--- config.mk ---
export PLATFORM = sky130hd
export DESIGN_NAME = qcldpc_proto_rom
export DESIGN_NICKNAME = d
export VERILOG_FILES = /design/src/rtl/qcldpc_pkg.sv /design/src/rtl/qcldpc_proto_rom.sv
export SDC_FILE = /design/constraint.sdc
export NUM_CORES = 1
export LEC_CHECK = 0
export ABC_AREA = 1
export CAP_MARGIN = 20
export CELL_PAD_IN_SITES_DETAIL_PLACEMENT = 0
export CELL_PAD_IN_SITES_GLOBAL_PLACEMENT = 1
export CORE_ASPECT_RATIO = 1.1
export CORE_MARGIN = 8
export CORE_UTILIZATION = 39
export DETAILED_ROUTE_END_ITERATION = 10
export DONT_BUFFER_PORTS = 1
export PLACE_DENSITY_LB_ADDON = 0.12
export SLEW_MARGIN = 0
export SYNTH_ARGS = -nofsm -noshare
export SYNTH_HDL_FRONTEND = slang
export SYNTH_SLANG_ARGS = --single-unit
--- constraint.sdc ---
create_clock -name vclk -period 2.5
set_input_delay 0.75 -clock vclk [all_inputs]
set_output_delay 0.75 -clock vclk [all_outputs]
set_load 0.1 [all_outputs]
--- src/rtl/qcldpc_pkg.sv ---
// Shared QC-LDPC definitions: code geometry, lifting sizes, proto-matrix shift table
// and helpers used by both the encoder and the syndrome checker.
package qcldpc_pkg;

  localparam int unsigned CFG_NUM_Z         = 3;
  localparam int unsigned CFG_MAX_Z         = 81;
  localparam int unsigned CFG_NUM_INFO_BLKS = 20;
  localparam int unsigned CFG_NUM_PAR_BLKS  = 4;
  localparam int unsigned CFG_TOTAL_BLKS    = CFG_NUM_INFO_BLKS + CFG_NUM_PAR_BLKS;
  localparam int unsigned CFG_SHIFT_W       = $clog2(CFG_MAX_Z);
  localparam int unsigned CFG_ZI_W          = $clog2(CFG_NUM_Z);

  localparam int unsigned Z_VALUES_DEF [CFG_NUM_Z] = '{27, 54, 81};

  localparam logic [CFG_SHIFT_W-1:0] SHIFT_NULL = '1;

  typedef logic [CFG_NUM_Z-1:0][CFG_NUM_PAR_BLKS-1:0][CFG_TOTAL_BLKS-1:0][CFG_SHIFT_W-1:0] shift_tab_t;

  typedef enum logic [1:0] {
    ST_IDLE,
    ST_ACCUM,
    ST_REPORT
  } chk_state_e;

  // Base shifts are defined at Z=81 and floor-scaled to each lifting size; the
  // parity part is a diagonal of identity circulants so parity row j solves p_j.
  function automatic shift_tab_t build_shifts();
    shift_tab_t  t;
    int unsigned base;
    t = '0;
    for (int unsigned zi = 0; zi < CFG_NUM_Z; zi++) begin
      for (int unsigned r = 0; r < CFG_NUM_PAR_BLKS; r++) begin
        for (int unsigned c = 0; c < CFG_TOTAL_BLKS; c++) begin
          if (c >= CFG_NUM_INFO_BLKS) begin
            t[zi][r][c] = (c - CFG_NUM_INFO_BLKS == r) ? '0 : SHIFT_NULL;
          end else if ((c + r) % 5 == 3) begin
            t[zi][r][c] = SHIFT_NULL;
          end else begin
            base = (37 * r + 11 * c + 5) % CFG_MAX_Z;
            t[zi][r][c] = CFG_SHIFT_W'(base * Z_VALUES_DEF[zi] / CFG_MAX_Z);
          end
        end
      end
    end
    return t;
  endfunction

  localparam shift_tab_t PROTO_SHIFTS = build_shifts();

  function automatic logic [CFG_ZI_W-1:0] onehot_to_idx(input logic [CFG_NUM_Z-1:0] oh);
    logic [CFG_ZI_W-1:0] idx;
    idx = '0;
    for (int unsigned i = 0; i < CFG_NUM_Z; i++) begin
      if (oh[i]) idx = CFG_ZI_W'(i);
    end
    return idx;
  endfunction

endpackage

--- src/rtl/qcldpc_proto_rom.sv ---
// Asynchronous-read proto-matrix ROM: returns the circulant shift of every parity
// row for one lifting size and one code column.
module qcldpc_proto_rom
  import qcldpc_pkg::*;
#(
  parameter int unsigned NUM_Z        = CFG_NUM_Z,
  parameter int unsigned NUM_PAR_BLKS = CFG_NUM_PAR_BLKS,
  parameter int unsigned TOTAL_BLKS   = CFG_TOTAL_BLKS,
  parameter int unsigned SHIFT_W      = CFG_SHIFT_W
) (
  input  logic [$clog2(NUM_Z)-1:0]        z_idx,
  input  logic [$clog2(TOTAL_BLKS)-1:0]   col,
  output logic [NUM_PAR_BLKS*SHIFT_W-1:0] shifts
);

  always_comb begin
    shifts = '0;
    for (int unsigned r = 0; r < NUM_PAR_BLKS; r++) begin
      shifts[r*SHIFT_W +: SHIFT_W] = PROTO_SHIFTS[z_idx][r][col];
    end
  end

endmodule

==> results of run 1 <==
[Yosys cell counts, drive strengths merged]
cell,count,area share
nand3,106,0.27
clkbuf,3,0.0055
ha,7,0.043
a22oi,1,0.0037
o211ai,2,0.0073
a21boi,1,0.0037
a21oi,3,0.0091
nor2,8,0.019
buf,23,0.067
nand2,245,0.46
o31ai,1,0.0037
nand4,2,0.0061
o21ai,15,0.040
clkinv,2,0.0037
inv,29,0.053
o21a,1,0.0037
[how the worst max path moves through the flow]
stage | from | to | slack [ps] | cells past startpoint
final | z_idx[1] | shifts[22] | -360 | 11
after global routing | z_idx[0] | shifts[21] | -410 | 13
after CTS | z_idx[0] | shifts[6] | -280 | 10
after detailed placement | z_idx[1] | shifts[7] | -400 | 10
after global placement | z_idx[0] | shifts[22] | -400 | 11
after floorplan | z_idx[0] | shifts[13] | -290 | 8
[repair_timing]
item	CTS	global route
setup buffers	2	7
setup endpoints to repair	28	28
pin swaps	37	40
resized for setup	94	83
[cell type report]
class / count / area, µm²
multi-input combinational: 392 / 2790
inverter: 31 / 128
tap: 58 / 72.6
fill: 420 / 1310
timing repair buffer: 72 / 743
[layer usage]
layer,routed length [µm],GRT usage
met5,0,0
met1,4280,0.323
met2,4890,0.404
met4,252,0.0520
met3,826,0.0214
[cells by family after synthesis]
| kind of cell | share of synthesized area |
|---|---|
| AND/OR/NAND/NOR | 0.757 |
| adder cells (fa/ha/maj) | 0.0426 |
| AO/OA/AOI/OAI | 0.0712 |
| buffers and inverters | 0.129 |
[where the power goes]
part / switching, mW / internal [mW] / total, mW / leakage, nW
logic: 0.817 / 0.358 / 1.18 / 1.85
clock network: 0 / 0 / 0 / 0
registers: 0 / 0 / 0 / 0
total: 0.817 / 0.358 / 1.18 / 1.85
==> reports/results.txt, run 1 <==
Result of the run = finished, violations left
Violations in the final reports = negative setup slack
Peak per-stage delay on the critical path = 400 ps
Number of cells on the worst hold path = 3
Post-detailed-route wirelength per cell = 18.5 µm
Count of input and output buffers = 0
Number of cells produced by synthesis = 449
Area of the die = 7860 µm²
Number of primary I/O pins = 35
Drt first-iter violations = 326
Time the final worst path needs with I/O delays and setup = 2860 ps
Relative slew margins = 0.675
Antenna Diode Count = 0
Worst slack on hold paths = 1810 ps
Routability Congestion = 0.980
Number of vias per cell after detailed routing = 5.97
Most frequent CP cell = sky130_fd_sc_hd__nand2_4
Transition time of the tightest slew-check pin = 488 ps
Critical path peak fanout = 6
Die height = 92.2 µm
VDD IR-drop max = 0.165 mV
Max cap viols = 0
Antenna violations before repair = 0
Total grt overflow = 0
Least setup slack across all paths after layout = -363 ps
Warnings, synthesis = 0
Final-layout clock buffer total = 0
Share of the yosys chip area belonging to registers = 0
Number of optimization iterations in the first detailed-route pass = 5
Worst path bufs/invs = 2
Total negative slack for setup checks = -8680 ps
Setup Slack @ Placement = -404 ps
Final non-filler cell total = 553
Total power after layout = 1.18 mW
Global-route wire length before repair = 15,600 µm
Required time of the critical path = 1750 ps
DRC viols = 0
Aggregate global-route resource usage = 0.241
Worst path slowest cell = sky130_fd_sc_hd__ha_4
Avg Synthesized Cell Area = 4.58 µm²
Floorplan core area = 5030 µm²
Critical path launch point type = primary input
Worst Hold Launch = col[3]
Cell Rows = 27
Cells along the critical path = clkinvlp_4, ha_4, nand2_8, nand2_4, nand2_4, nand3_2, nand2_2, nand2_2, nand3_2, nand2_4, buf_12
DIE WIDTH = 85.2 µm
Class of the tightest hold or removal check = primary input to output port
Finished Cell Area = 3730 µm²
WP data arrival = 2110 ps
Mapped Nets = 463
Signed area change from the synthesized netlist to the final layout = 81.3%
Post-detail-place hpwl = 7140 µm
Slew Limit Fails = 0
Hold-fix buffers, CTS = 0
Total via count after detailed routing = 3,303
Dominant delay contributor by cell family on the critical path = simple AND/OR/NAND/NOR gates
Setup-failing EPs final = 28
Starting Density = 0.409
Count of unique library cells instantiated by Yosys = 28
Highest attainable clock frequency = 0.349 GHz
Final period utilization = 1.15
Nets@finish = 511
Register area = 0 µm²
Most frequent standard cell in the layout excluding fill and tap cells = sky130_fd_sc_hd__nand2_1
Number of sequential storage elements = 0
Kind of end point of the critical path = output port
Critical path type = primary input to output port
Leak = 1.85 nW
Fraction of final layout cells with drive strength greater than 1 = 0.533
Netlist area before placement = 2060 µm²
Most frequent cells in the layout = sky130_fd_sc_hd__nand2_1, sky130_fd_sc_hd__nand2_2, sky130_fd_sc_hd__nand3_1, sky130_fd_sc_hd__buf_4, sky130_fd_sc_hd__nand3_2
Unrepaired setup endpoints after global routing = true
DRT Wirelength = 10,300 µm
Number of global-route vias before repair = 2,959
Count of endpoints failing hold in the final timing report = 0
Hold worst-path end = shifts[27]
Pin count of the biggest net entering global routing = 47
Post-detailed-route count of antenna-violating nets = 0
Cells after DPL = 544
Final standard cell utilization of the core = 0.741
Power per unit of standard cell area = 315 nW/µm²
Placed standard-cell area = 2940 µm²
Note: power is estimated with default switching activity, not from simulation.
==> run 2: changes to the inputs <==
Settings changed: CORE_MARGIN 8 to unset, CORE_UTILIZATION 39 to 32, DONT_BUFFER_PORTS 1 to unset.
==> run 2 against run 1 <==
  * The run still ends with negative setup slack left
  * Power rose by 17%
  * Die area fell by 14%
  * Sequential share of layout area did not move
  * Utilization fell by 3.9 points
  * Count of clock-buffer cells in the layout did not move
  * Combinational power rose by 16%
  * Fmax fell by 3.9%
  * Global-route usage rose by 6.4 points
  * Worst hold slack improved by 510 ps
  * Largest power group unchanged
==> reports/results.txt, run 2 (same netlist as run 1, synthesis figures left out) <==
Antenna Diode Count = 0 (unchanged)
Hold-fix buffers, CTS = 0 (unchanged)
Power per unit of standard cell area = 316 nW/µm² (+0.23%)
Most frequent cells in the layout = sky130_fd_sc_hd__nand2_1, sky130_fd_sc_hd__nand3_1, sky130_fd_sc_hd__buf_4, sky130_fd_sc_hd__nand2_2, sky130_fd_sc_hd__nand2_4
Final period utilization = 1.19 (+0.0471)
Result of the run = finished, violations left
Cells along the critical path = buf_8, clkinvlp_4, buf_6, ha_4, nand2_4, nor2_4, buf_4, o21ai_2, nand3_1, nand3_2, nand2_8, buf_12
Worst path slowest cell = sky130_fd_sc_hd__nor2_4
Total grt overflow = 0 (unchanged)
Aggregate global-route resource usage = 0.305 (+0.0637)
Die height = 86.1 µm (-6.6%)
Area of the die = 6750 µm² (-14%)
Number of primary I/O pins = 35 (unchanged)
Critical path launch point type = primary input
Global-route wire length before repair = 16,200 µm (+3.8%)
Highest attainable clock frequency = 0.336 GHz (-3.9%)
Count of endpoints failing hold in the final timing report = 0 (unchanged)
Unrepaired setup endpoints after global routing = true
Setup-failing EPs final = 28 (unchanged)
Post-detail-place hpwl = 7840 µm (+9.8%)
DRC viols = 0 (unchanged)
Final-layout clock buffer total = 0 (unchanged)
Violations in the final reports = negative setup slack
Signed area change from the synthesized netlist to the final layout = 111%
Total via count after detailed routing = 3,383 (+2.4%)
Final standard cell utilization of the core = 0.702 (-0.0389)
Antenna violations before repair = 0 (unchanged)
Transition time of the tightest slew-check pin = 306 ps (-182 ps)
Total power after layout = 1.37 mW (+17%)
Floorplan core area = 6190 µm² (+23%)
Number of vias per cell after detailed routing = 5.41 (-9.4%)
DIE WIDTH = 78.4 µm (-8.0%)
Number of optimization iterations in the first detailed-route pass = 5 (unchanged)
Register area = 0 µm² (unchanged)
Post-detailed-route count of antenna-violating nets = 0 (unchanged)
Pin count of the biggest net entering global routing = 29 (-38%)
Fraction of final layout cells with drive strength greater than 1 = 0.552 (+0.0190)
Cell Rows = 30 (+11%)
WP data arrival = 2230 ps (+120 ps)
Dominant delay contributor by cell family on the critical path = buffers and inverters
Relative slew margins = 0.796 (+0.122)
Number of sequential storage elements = 0 (unchanged)
Routability Congestion = 0.962 (-1.8%)
Final non-filler cell total = 625 (+13%)
Critical path peak fanout = 6 (unchanged)
Class of the tightest hold or removal check = primary input to output port
Nets@finish = 561 (+9.8%)
Kind of end point of the critical path = output port
Total negative slack for setup checks = -11,220 ps (-2530 ps)
Filler Cells Inserted = 531 (+26%)
Post-detailed-route wirelength per cell = 16.1 µm (-13%)
Max cap viols = 0 (unchanged)
Critical path type = primary input to output port
Least setup slack across all paths after layout = -480 ps (-118 ps)
Worst path bufs/invs = 5 (+3)
Peak per-stage delay on the critical path = 210 ps (-190 ps)
DRT Wirelength = 10,100 µm (-1.8%)
Most frequent standard cell in the layout excluding fill and tap cells = sky130_fd_sc_hd__nand2_1
Count of input and output buffers = 35 (+35)
Starting Density = 0.332 (-0.0765)
Leak = 2.17 nW (+17%)
Number of global-route vias before repair = 3,296 (+11%)
Cells after DPL = 612 (+13%)
Required time of the critical path = 1750 ps (about the same)
Drt first-iter violations = 213 (-35%)
VDD IR-drop max = 0.189 mV (+14%)
Slew Limit Fails = 0 (unchanged)
Time the final worst path needs with I/O delays and setup = 2980 ps (+118 ps)
-- run 2: cell types whose count changed in the layout (fill, tap and decap cells not counted), moves of 10 or more --
cell | previous run | this run
sky130_fd_sc_hd__buf_6 | 4 | 18
sky130_fd_sc_hd__buf_4 | 53 | 63
sky130_fd_sc_hd__nand2_8 | 17 | 6
sky130_fd_sc_hd__buf_12 | 15 | 33
sky130_fd_sc_hd__nand3_2 | 46 | 35
sky130_fd_sc_hd__nand3_1 | 56 | 66
-- run 2: layer usage --
metal / wire length (µm) / global-route usage
met4: 412 / 0.114
met5: 0 / 0
met1: 4010 / 0.368
met3: 592 / 0.0372
met2: 5060 / 0.548
-- run 2: worst paths after layout --
check                 from         end  depth (start not counted)
setup / recovery  z_idx[0]  shifts[24]                         12
hold / removal      col[3]   shifts[5]                          7
-- run 2: cell type report --
cell class	instances	area [µm²]	area share
multi-input cells	392	2660	0.612
repair buffers	122	1430	0.329
well taps	80	100	0.0230
inverters	31	155	0.0357
-- run 2: metrics by stage --
step / hold WS [ps] / cell area, µm² / setup WS, ps
2_1_floorplan: 1830 / 2360 / -287
4_1_cts: 2320 / 4190 / -454
6_report: 2320 / 4350 / -480
3_3_place_gp: 2550 / 3560 / -989
3_5_place_dp: 2560 / 3560 / -1040
5_1_grt: 2350 / 4350 / -535
-- run 2: timing repair --
item	4_1_cts	5_1_grt
buffers inserted	9	3
cloned	1	0
pin swaps	44	14
endpoints found under the setup margin	28	28
gates resized for setup	180	34
-- run 2: report_power, final --
| group | switching (mW) | internal (mW) | total (mW) | leakage, nW |
|---|---|---|---|---|
| Sequential | 0 | 0 | 0 | 0 |
| Combinational | 0.871 | 0.502 | 1.37 | 2.17 |
| Clock | 0 | 0 | 0 | 0 |
-- run 2: worst min-delay path, stage by stage --
cell	delay [ps]
sky130_fd_sc_hd__dlygate4sd2_1	260
sky130_fd_sc_hd__nor2_4	80
sky130_fd_sc_hd__inv_1	90
sky130_fd_sc_hd__o31ai_2	80
sky130_fd_sc_hd__nand2_2	90
sky130_fd_sc_hd__nand2_4	60
sky130_fd_sc_hd__buf_12	160
==> run 3: changes to the inputs <==
Settings changed: GPL_TIMING_DRIVEN set to 1.
==> results of run 3 <==
The final DEF is identical to that of run 2; final timing and power are the same.
